`config.mk`:
```
export PLATFORM = sky130hd
export DESIGN_NAME = id_ex_stage
export DESIGN_NICKNAME = d
export VERILOG_FILES = /design/src/rtl/id_ex_stage.sv
export SDC_FILE = /design/constraint.sdc
export NUM_CORES = 1
export LEC_CHECK = 0
export CORE_MARGIN = 8
export CORE_UTILIZATION = 39
export CTS_BUF_LIST = sky130_fd_sc_hd__clkbuf_8
export DETAILED_ROUTE_END_ITERATION = 12
export PLACE_DENSITY = 0.93
export SLEW_MARGIN = 10
export SYNTH_ARGS = -nofsm -noshare
export SYNTH_HDL_FRONTEND = slang
export SYNTH_SLANG_ARGS = --single-unit
```
`constraint.sdc`:
```
create_clock -name clk -period 7 [get_ports clk]
set_input_delay 1.05 -clock clk [delete_from_list [all_inputs] [get_ports clk]]
set_output_delay 1.05 -clock clk [all_outputs]
set_load 0.005 [all_outputs]
```
`src/rtl/id_ex_stage.sv`:
```
// -----------------------------------------------------------------------------
// id_ex_stage
// Decode stage of a 5-stage RV32I pipeline together with its ID/EX register.
//
// Ports
//   clk, rst              clock; asynchronous active-high reset
//   if_valid/if_instr/if_pc   instruction held in IF/ID
//   flush                 redirect from EX; the instruction entering ID/EX dies
//   read_reg1/read_reg2   RegisterFile read addresses (combinational)
//   read_data1/read_data2 RegisterFile read data
//   wb_reg_write/wb_rd/wb_data  writeback port, bypassed into the operands
//   stall                 load-use hazard: hold PC and IF/ID this cycle
//   ex_*                  registered decode results for the EX stage
// -----------------------------------------------------------------------------
module id_ex_stage #(
    parameter int XLEN      = 32,
    parameter int WB_BYPASS = 1
) (
    input  logic            clk,
    input  logic            rst,
    input  logic            if_valid,
    input  logic [31:0]     if_instr,
    input  logic [XLEN-1:0] if_pc,
    input  logic            flush,
    output logic [4:0]      read_reg1,
    output logic [4:0]      read_reg2,
    input  logic [XLEN-1:0] read_data1,
    input  logic [XLEN-1:0] read_data2,
    input  logic            wb_reg_write,
    input  logic [4:0]      wb_rd,
    input  logic [XLEN-1:0] wb_data,
    output logic            stall,
    output logic            ex_valid,
    output logic [XLEN-1:0] ex_pc,
    output logic [XLEN-1:0] ex_rs1_data,
    output logic [XLEN-1:0] ex_rs2_data,
    output logic [XLEN-1:0] ex_imm,
    output logic [4:0]      ex_rs1,
    output logic [4:0]      ex_rs2,
    output logic [4:0]      ex_rd,
    output logic [2:0]      ex_funct3,
    output logic            ex_funct7b5,
    output logic            ex_reg_write,
    output logic            ex_mem_read,
    output logic            ex_mem_write,
    output logic            ex_alu_src,
    output logic            ex_branch,
    output logic            ex_jal,
    output logic            ex_jalr,
    output logic            ex_lui,
    output logic            ex_auipc
);

    localparam logic [6:0] OP_R      = 7'b0110011;
    localparam logic [6:0] OP_IALU   = 7'b0010011;
    localparam logic [6:0] OP_LOAD   = 7'b0000011;
    localparam logic [6:0] OP_STORE  = 7'b0100011;
    localparam logic [6:0] OP_BRANCH = 7'b1100011;
    localparam logic [6:0] OP_JAL    = 7'b1101111;
    localparam logic [6:0] OP_JALR   = 7'b1100111;
    localparam logic [6:0] OP_LUI    = 7'b0110111;
    localparam logic [6:0] OP_AUIPC  = 7'b0010111;

    logic [6:0] opcode;
    logic [4:0] rs1, rs2, rd;

    assign opcode    = if_instr[6:0];
    assign rd        = if_instr[11:7];
    assign rs1       = if_instr[19:15];
    assign rs2       = if_instr[24:20];
    assign read_reg1 = rs1;
    assign read_reg2 = rs2;

    // Immediate formats, all sign-extended from instr[31] except U.
    logic [XLEN-1:0] imm_i, imm_s, imm_b, imm_u, imm_j;
    assign imm_i = {{(XLEN-12){if_instr[31]}}, if_instr[31:20]};
    assign imm_s = {{(XLEN-12){if_instr[31]}}, if_instr[31:25], if_instr[11:7]};
    assign imm_b = {{(XLEN-13){if_instr[31]}}, if_instr[31], if_instr[7],
                    if_instr[30:25], if_instr[11:8], 1'b0};
    assign imm_u = {if_instr[31:12], 12'b0};
    assign imm_j = {{(XLEN-21){if_instr[31]}}, if_instr[31], if_instr[19:12],
                    if_instr[20], if_instr[30:21], 1'b0};

    logic            legal, use_rs1, use_rs2;
    logic            c_reg_write, c_mem_read, c_mem_write, c_alu_src;
    logic            c_branch, c_jal, c_jalr, c_lui, c_auipc;
    logic [XLEN-1:0] imm;

    always_comb begin
        legal       = 1'b0;
        use_rs1     = 1'b0;
        use_rs2     = 1'b0;
        c_reg_write = 1'b0;
        c_mem_read  = 1'b0;
        c_mem_write = 1'b0;
        c_alu_src   = 1'b0;
        c_branch    = 1'b0;
        c_jal       = 1'b0;
        c_jalr      = 1'b0;
        c_lui       = 1'b0;
        c_auipc     = 1'b0;
        imm         = '0;
        case (opcode)
            OP_R: begin
                legal = 1'b1; c_reg_write = 1'b1; use_rs1 = 1'b1; use_rs2 = 1'b1;
            end
            OP_IALU: begin
                legal = 1'b1; c_reg_write = 1'b1; c_alu_src = 1'b1; use_rs1 = 1'b1;
                imm = imm_i;
            end
            OP_LOAD: begin
                legal = 1'b1; c_reg_write = 1'b1; c_mem_read = 1'b1; c_alu_src = 1'b1;
                use_rs1 = 1'b1; imm = imm_i;
            end
            OP_STORE: begin
                legal = 1'b1; c_mem_write = 1'b1; c_alu_src = 1'b1;
                use_rs1 = 1'b1; use_rs2 = 1'b1; imm = imm_s;
            end
            OP_BRANCH: begin
                legal = 1'b1; c_branch = 1'b1; use_rs1 = 1'b1; use_rs2 = 1'b1;
                imm = imm_b;
            end
            OP_JAL: begin
                legal = 1'b1; c_jal = 1'b1; c_reg_write = 1'b1; imm = imm_j;
            end
            OP_JALR: begin
                legal = 1'b1; c_jalr = 1'b1; c_reg_write = 1'b1; c_alu_src = 1'b1;
                use_rs1 = 1'b1; imm = imm_i;
            end
            OP_LUI: begin
                legal = 1'b1; c_lui = 1'b1; c_reg_write = 1'b1; imm = imm_u;
            end
            OP_AUIPC: begin
                legal = 1'b1; c_auipc = 1'b1; c_reg_write = 1'b1; imm = imm_u;
            end
            default: ;
        endcase
    end

    // Operand select: x0 is hard-wired zero, a same-cycle writeback wins
    // over the (not yet updated) RegisterFile read.
    logic [XLEN-1:0] op1, op2;
    always_comb begin
        op1 = read_data1;
        op2 = read_data2;
        if (WB_BYPASS != 0 && wb_reg_write && wb_rd != 5'd0) begin
            if (wb_rd == rs1) op1 = wb_data;
            if (wb_rd == rs2) op2 = wb_data;
        end
        if (rs1 == 5'd0) op1 = '0;
        if (rs2 == 5'd0) op2 = '0;
    end

    // Load-use: the load in ID/EX has no data until MEM, so one bubble is
    // inserted. Index 0 is excluded through ex_rd != 0.
    logic hazard;
    assign hazard = ex_valid & ex_mem_read & (ex_rd != 5'd0) &
                    ((use_rs1 & (rs1 == ex_rd)) | (use_rs2 & (rs2 == ex_rd)));
    assign stall  = if_valid & hazard & ~flush;

    logic capture;
    assign capture = if_valid & legal & ~flush & ~stall;

    always_ff @(posedge clk or posedge rst) begin
        if (rst) begin
            ex_valid     <= 1'b0;
            ex_pc        <= '0;
            ex_rs1_data  <= '0;
            ex_rs2_data  <= '0;
            ex_imm       <= '0;
            ex_rs1       <= '0;
            ex_rs2       <= '0;
            ex_rd        <= '0;
            ex_funct3    <= '0;
            ex_funct7b5  <= 1'b0;
            ex_reg_write <= 1'b0;
            ex_mem_read  <= 1'b0;
            ex_mem_write <= 1'b0;
            ex_alu_src   <= 1'b0;
            ex_branch    <= 1'b0;
            ex_jal       <= 1'b0;
            ex_jalr      <= 1'b0;
            ex_lui       <= 1'b0;
            ex_auipc     <= 1'b0;
        end else begin
            // Data fields load every cycle; a bubble is defined by ex_valid
            // and the control bits alone.
            ex_valid     <= capture;
            ex_pc        <= if_pc;
            ex_rs1_data  <= op1;
            ex_rs2_data  <= op2;
            ex_imm       <= imm;
            ex_rs1       <= rs1;
            ex_rs2       <= rs2;
            ex_rd        <= rd;
            ex_funct3    <= if_instr[14:12];
            ex_funct7b5  <= if_instr[30];
            ex_reg_write <= capture & c_reg_write & (rd != 5'd0);
            ex_mem_read  <= capture & c_mem_read;
            ex_mem_write <= capture & c_mem_write;
            ex_alu_src   <= capture & c_alu_src;
            ex_branch    <= capture & c_branch;
            ex_jal       <= capture & c_jal;
            ex_jalr      <= capture & c_jalr;
            ex_lui       <= capture & c_lui;
            ex_auipc     <= capture & c_auipc;
        end
    end

endmodule

```
# Word-level counts from Yosys, hierarchy flattened
# Cells that the tools add are included.
# Widths: inputs -> output; s select.
[totals]
reg_bits = 157
in_bits = 170
out_inout_bits = 168
[classes]
n_eq_ne = 13
mux = 19
bitwise = 23
n_reduce_logical = 13
[op_table]
columns = ["op", "count"]
rows = [
  ["$mux 32", 6],
  ["$pmux 32 s5", 1],
  ["$eq 7x6->1 const B", 3],
  ["$eq 7x7->1 const B", 3],
  ["$and 1x1->1", 20],
  ["$eq 5x5->1", 4],
  ["$reduce_bool 5->1", 3],
  ["$eq 7x5->1 const B", 2],
  ["$mux 1", 12],
  ["$logic_not 5->1", 2],
  ["$reduce_or 9->1", 1],
  ["$eq 7x2->1 const B", 1],
  ["$reduce_or 7->1", 1],
  ["$reduce_or 3->1", 2],
  ["$reduce_or 6->1", 1],
  ["$reduce_or 4->1", 1],
  ["$not 1->1", 2],
  ["$reduce_or 2->1", 1],
  ["$logic_and 1x1->1", 1],
  ["$or 1x1->1", 1],
]

# Logic depth before layout (Yosys ltp)
[logic_depth]
depth_word = 12
depth_mapped = 7
depth_no_buf = 5

# Worst setup path before layout
# Ideal clock, no wire load.
[synth_timing]
path_kind = "input-to-output"
from = "input if_instr[3]"
to = "output stall"
t_arrival_ns = 2.169
required_time_ns = 5.950
path_slack_ns = 3.781
cell_stages = 5
cell_sequence = "buf_2 -> and4bb_2 -> nand3_1 -> or4_4 -> nand2_1"
[synth_between]
elab_chain_cells = 8
word_cells_on_any_way = 16
classes_between = "eq/ne: 6; mux: 2; bitwise: 6; reduce/logical: 2"
[synth_rtl]
columns = ["element", "line_no", "text"]
rows = [
  ["start, declared", "22", "input logic [31:0] if_instr,"],
  ["$eq 7x7->1, or another cell as far along", "103", "case (opcode)"],
  ["$reduce_or 6->1 (no source line) / $reduce_or 3->1 (equally long branches)", "--", ""],
  ["$mux 1", "103", ""],
  ["$and 1x1->1", "158", "((use_rs1 & (rs1 == ex_rd)) | (use_rs2 & (rs2 == ex_rd)));"],
  ["$or 1x1->1 *", "158", ""],
  ["$and 1x1->1 *", "157", "assign hazard = ex_valid & ex_mem_read & (ex_rd != 5'd0) &"],
  ["$and 1x1->1 * (2 in a row)", "159", "assign stall = if_valid & hazard & ~flush;"],
  ["end, declared", "32", "output logic stall,"],
]
# Mark *: on every way between the ends. The rest lies on a longest branch, timed or not.

# Worst setup path after layout
[layout_timing]
from = "input if_instr[2]"
to = "output stall"
# Same word-level chain as after synthesis.

==> report_table.html <==
<table>
<tr><th>Metric</th><th>Value</th></tr>
<tr><th colspan="2">Placed design</th></tr>
<tr><td>Worst slack at placement</td><td>between 2 and 3 ns</td></tr>
<tr><td>Port-buffer cells</td><td>337</td></tr>
<tr><td>Half-perimeter wire length after placement</td><td>~17000 µm</td></tr>
<tr><td>Placer Congestion</td><td>0.882</td></tr>
<tr><th colspan="2">Yosys</th></tr>
<tr><td>Combinational family with the most area after synthesis</td><td>simple AND/OR/NAND/NOR gates</td></tr>
<tr><td>Share of the synthesized area in compound gates (AO/OA/AOI/OAI)</td><td>roughly a tenth</td></tr>
<tr><td>Most numerous cell in the Yosys netlist</td><td>dfrtp_1</td></tr>
<tr><td>Post-Syn Nets</td><td>696</td></tr>
<tr><td>Most area-hungry cell type in the Yosys netlist</td><td>dfrtp_1</td></tr>
<tr><td>Flop and latch count out of synthesis</td><td>157</td></tr>
<tr><td>Ys async rst share</td><td>100%</td></tr>
<tr><td>Gate Count Post-Synth</td><td>about 530</td></tr>
<tr><td>Area fraction of the dominant cell type after synthesis</td><td>66.7%</td></tr>
<tr><td>Syn. warnings</td><td>0</td></tr>
<tr><td>Area share of and/or/nand/nor cells after synthesis</td><td>around 16%</td></tr>
<tr><td>Area share of xor/xnor cells in the synthesized design</td><td>under 10%</td></tr>
<tr><td>Mapped Avg Cell Area</td><td>11.2 µm²</td></tr>
<tr><td>Leading post-synthesis cells by cell area</td><td>dfrtp_1 (67%), nand2_1 (8.2%), o21ai_0 (5.4%)</td></tr>
<tr><td>Mux share of post-synthesis cell area</td><td>0%</td></tr>
<tr><td>Arithmetic-cell share of the synthesized area counting full adders, half adders and majority gates</td><td>0%</td></tr>
<tr><td>Commonest cells post-synth</td><td>dfrtp_1 (157), nand2_1 (128), o21ai_0 (63), nand3_1 (22), a21o_1 (19)</td></tr>
<tr><td>Seq/Total Area, Yosys</td><td>66.7%</td></tr>
<tr><td>Ys flop type</td><td>dfrtp_1</td></tr>
<tr><td>Post-synth cell types</td><td>41</td></tr>
<tr><td>Syn Std Cell Area</td><td>5890 µm²</td></tr>
<tr><td>Number of synthesized flops with an enable pin</td><td>0</td></tr>
<tr><th colspan="2">Pwr</th></tr>
<tr><td>VDD IR-drop max</td><td>0.126 mV</td></tr>
<tr><td>Ratio of total power to cell area</td><td>roughly 200 nW/µm²</td></tr>
<tr><td>Internal power component</td><td>1.48 mW</td></tr>
<tr><td>Flop pwr share</td><td>49.3%</td></tr>
<tr><td>Post-layout total power</td><td>about 2 mW</td></tr>
<tr><td>Clock network power share</td><td>35.1%</td></tr>
<tr><td>Proportion of total power due to net switching</td><td>24.2%</td></tr>
<tr><td>Share of total power in combinational logic</td><td>~16%</td></tr>
<tr><td>Switching power</td><td>474 µW</td></tr>
<tr><td>Standby leakage power</td><td>between 4 and 5 nW</td></tr>
<tr><th colspan="2">Global routing</th></tr>
<tr><td>Overall overflow remaining after global route</td><td>0</td></tr>
<tr><td>Initial antenna violation count</td><td>0</td></tr>
<tr><td>Global Route Usage Sum</td><td>23.0%</td></tr>
<tr><td>First-pass GRT wire length</td><td>34000 µm</td></tr>
<tr><td>Pin count of the biggest net entering global routing</td><td>86</td></tr>
<tr><td>Vias in the first global route</td><td>5608</td></tr>
<tr><th colspan="2">Route</th></tr>
<tr><td>Via Count</td><td>5309</td></tr>
<tr><td>Detailed router's first-iteration violation count</td><td>403</td></tr>
<tr><td>Wire length reported by the detailed router</td><td>22200 µm</td></tr>
<tr><td>DR DRC count</td><td>0</td></tr>
<tr><td>Post-detailed-route via-to-cell ratio</td><td>5.05</td></tr>
<tr><td>ANT nets after route</td><td>0</td></tr>
<tr><td>First drt pass iteration count</td><td>5</td></tr>
<tr><td>Routed len/inst</td><td>21.1 µm</td></tr>
<tr><th colspan="2">STA</th></tr>
<tr><td>Headroom to the max-slew limit</td><td>31.4%</td></tr>
<tr><td>Hold slack final</td><td>1.04 ns</td></tr>
<tr><td>Actual slew at the worst max-slew pin</td><td>about 1 ns</td></tr>
<tr><td>Fmax</td><td>0.226 GHz</td></tr>
<tr><td>RSZ-0062 raised after global routing</td><td>false</td></tr>
<tr><td>Period utilisation layout</td><td>63.1%</td></tr>
<tr><td>Final Skew</td><td>0.0137 ns</td></tr>
<tr><td>Final setup violation count</td><td>0</td></tr>
<tr><td>Setup ws final</td><td>2.58 ns</td></tr>
<tr><td>Setup TNS after final layout</td><td>0 ns</td></tr>
<tr><td>Pins Over Slew Limit</td><td>0</td></tr>
<tr><td>Hold Violations, Final</td><td>0</td></tr>
<tr><td>Minimum clock period</td><td>around 4.4 ns</td></tr>
<tr><th colspan="2">Floorplanning</th></tr>
<tr><td>Die width</td><td>139 µm</td></tr>
<tr><td>Starting density of the core</td><td>39.3%</td></tr>
<tr><td>Floorplan die height</td><td>between 100 and 150 µm</td></tr>
<tr><td>Std cell rows</td><td>45</td></tr>
<tr><td>Io pins</td><td>338</td></tr>
<tr><td>Floorplan die area</td><td>19300 µm²</td></tr>
<tr><td>Std-Cell Core Area</td><td>15000 µm²</td></tr>
<tr><th colspan="2">Clocking</th></tr>
<tr><td>Root Driver</td><td>clkbuf_8</td></tr>
<tr><td>TritonCTS Buffers</td><td>17</td></tr>
<tr><td>Setup Fix Bufs, Post-CTS</td><td>0</td></tr>
<tr><td>Buffer levels on the longest clock path</td><td>2</td></tr>
<tr><td>Number of hold-repair buffers added at the cts stage</td><td>0</td></tr>
<tr><td>Worst-path clk slew</td><td>~0.080 ns</td></tr>
<tr><td>Clock tree from TritonCTS</td><td>built</td></tr>
<tr><td>Resize count post-CTS</td><td>0</td></tr>
<tr><td>Depth of the CTS H-tree</td><td>4</td></tr>
<tr><td>Clock sink count</td><td>157</td></tr>
<tr><td>Skew-Pair Late Insertion Delay</td><td>0.45 ns</td></tr>
<tr><th colspan="2">Cells and area</th></tr>
<tr><td>Filler cell count in the final layout</td><td>1136</td></tr>
<tr><td>Count of antenna diodes in the layout</td><td>0</td></tr>
<tr><td>Growth of design area from synthesis to finish</td><td>65.9%</td></tr>
<tr><td>Nets</td><td>1021</td></tr>
<tr><td>Fraction of final layout cells sized beyond drive strength 1</td><td>5.21%</td></tr>
<tr><th colspan="2">Run status</th></tr>
<tr><td>Result of the run</td><td>completed</td></tr>
<tr><th colspan="2">Job</th></tr>
<tr><td>Max-cap violation count</td><td>0</td></tr>
<tr><th colspan="2">Worst setup path</th></tr>
<tr><td>Crit end category</td><td>output pin</td></tr>
<tr><td>Worst EP required</td><td>5.95 ns</td></tr>
<tr><td>Data arrival time of the critical path</td><td>3.37 ns</td></tr>
<tr><td>Type of the worst setup path</td><td>in -&gt; out</td></tr>
<tr><td>Critical Path Source Type</td><td>primary input</td></tr>
<tr><td>Largest fanout on the critical path</td><td>15</td></tr>
<tr><th colspan="2">Hold path</th></tr>
<tr><td>Path category of the worst min-delay check</td><td>in -&gt; reg</td></tr>
</table>
final timing paths:
| kind | from | endpoint | slack (ns) | cells past startpoint |
|---|---|---|---|---|
| max | if_instr[2] | stall | 2.58 | 6 |
| min | if_pc[29] | ex_pc[29] | 1.04 | 1 |
| max reg2reg | ex_rd[1] | ex_jalr | 5.00 | 5 |
| min reg2reg | ex_rd[4] | ex_valid | 1.06 | 5 |
| max in group asynchronous | rst | ex_rs1[0] | 4.47 | 3 |
| min in group asynchronous | rst | ex_pc[22] | 1.12 | 2 |
metrics by stage:
stage | utilization (%) | instance area, µm² | cells
final | 65.2 | 9770 | 1052
after global routing | 65.2 | 9770 | 1052
after CTS | 65.2 | 9770 | 1052
after detailed placement | 62.5 | 9350 | 1020
after global placement | 62.5 | 9350 | 1020
after floorplan | - | 5890 | 526
cells in the final DEF, fill, tap and decap left out, types with 6 or more instances in the layout:
| cell | netlist | final |
|---|---|---|
| o21ai_0 | 63 | 63 |
| o21ai_1 | 6 | 6 |
| nor2_1 | 14 | 14 |
| nand3_1 | 22 | 22 |
| xnor2_1 | 16 | 16 |
| nor3_1 | 7 | 7 |
| nand2_1 | 128 | 128 |
| clkbuf_8 | 0 | 20 |
| buf_4 | 10 | 6 |
| clkdlybuf4s50_1 | 0 | 337 |
| dfrtp_1 | 157 | 157 |
| a21o_1 | 19 | 19 |
| and2_1 | 7 | 7 |
cell type report:
| cell class | instances | area, µm² | share of cell area (%) |
|---|---|---|---|
| clock inverters | 12 | 138 | 1.41 |
| clock buffers | 20 | 275 | 2.82 |
| repair buffers | 343 | 3420 | 35.0 |
| well taps | 188 | 235 | 2.41 |
| multi-input cells | 329 | 1760 | 18.0 |
| flip-flops and latches | 157 | 3930 | 40.2 |
| inverters | 3 | 16.3 | 0.167 |
flip-flops by register name, summed over array words and instances (netlist names):
| register | flops |
|---|---|
| ex_imm | 32 |
| ex_pc | 32 |
| ex_rs1_data | 32 |
| ex_rs2_data | 32 |
| ex_rd | 5 |
| ex_rs1 | 5 |
| ex_rs2 | 5 |
| ex_funct3 | 3 |
| ex_alu_src | 1 |
| ex_auipc | 1 |
| ex_branch | 1 |
| ex_funct7b5 | 1 |
| ex_jal | 1 |
| ex_jalr | 1 |
| ex_lui | 1 |
| ex_mem_read | 1 |
| ex_mem_write | 1 |
| ex_reg_write | 1 |
| ex_valid | 1 |
routing by layer:
layer / global-route usage (%) / wire [µm] / vias to the layer above
met1: 26.0 / 8400 / 2582
met2: 39.3 / 11100 / 285
met4: 9.36 / 667 / 0
met5: 0 / 0 / -
li1: - / - / 2397
met3: 7.68 / 1950 / 45
power by group through the flow:
| stage | sequential [mW] | combinational, mW | clock (mW) |
|---|---|---|---|
| 6_report | 0.966 | 0.306 | 0.687 |
| 5_1_grt | 0.970 | 0.328 | 0.749 |
| 4_1_cts | 0.966 | 0.309 | 0.704 |
| 3_5_place_dp | 0.984 | 0.307 | 0 |
| 3_3_place_gp | 0.981 | 0.301 | 0 |
| 2_1_floorplan | 0.987 | 0.0710 | 0 |
critical path: stages:
cell             delay, ns
clkdlybuf4s50_1       0.66
and4bb_2              0.47
nand3_1               0.08
or4_4                 0.52
nand2_1               0.07
clkdlybuf4s50_1       0.51
cell families after synthesis:
logic type	after synthesis
and+or+nand+nor	203
DFF	157
AOI/OAI and AO/OA	106
buffers and inverters	40
xor gates and xnor gates	20
Power figures use the tool's default switching activity.
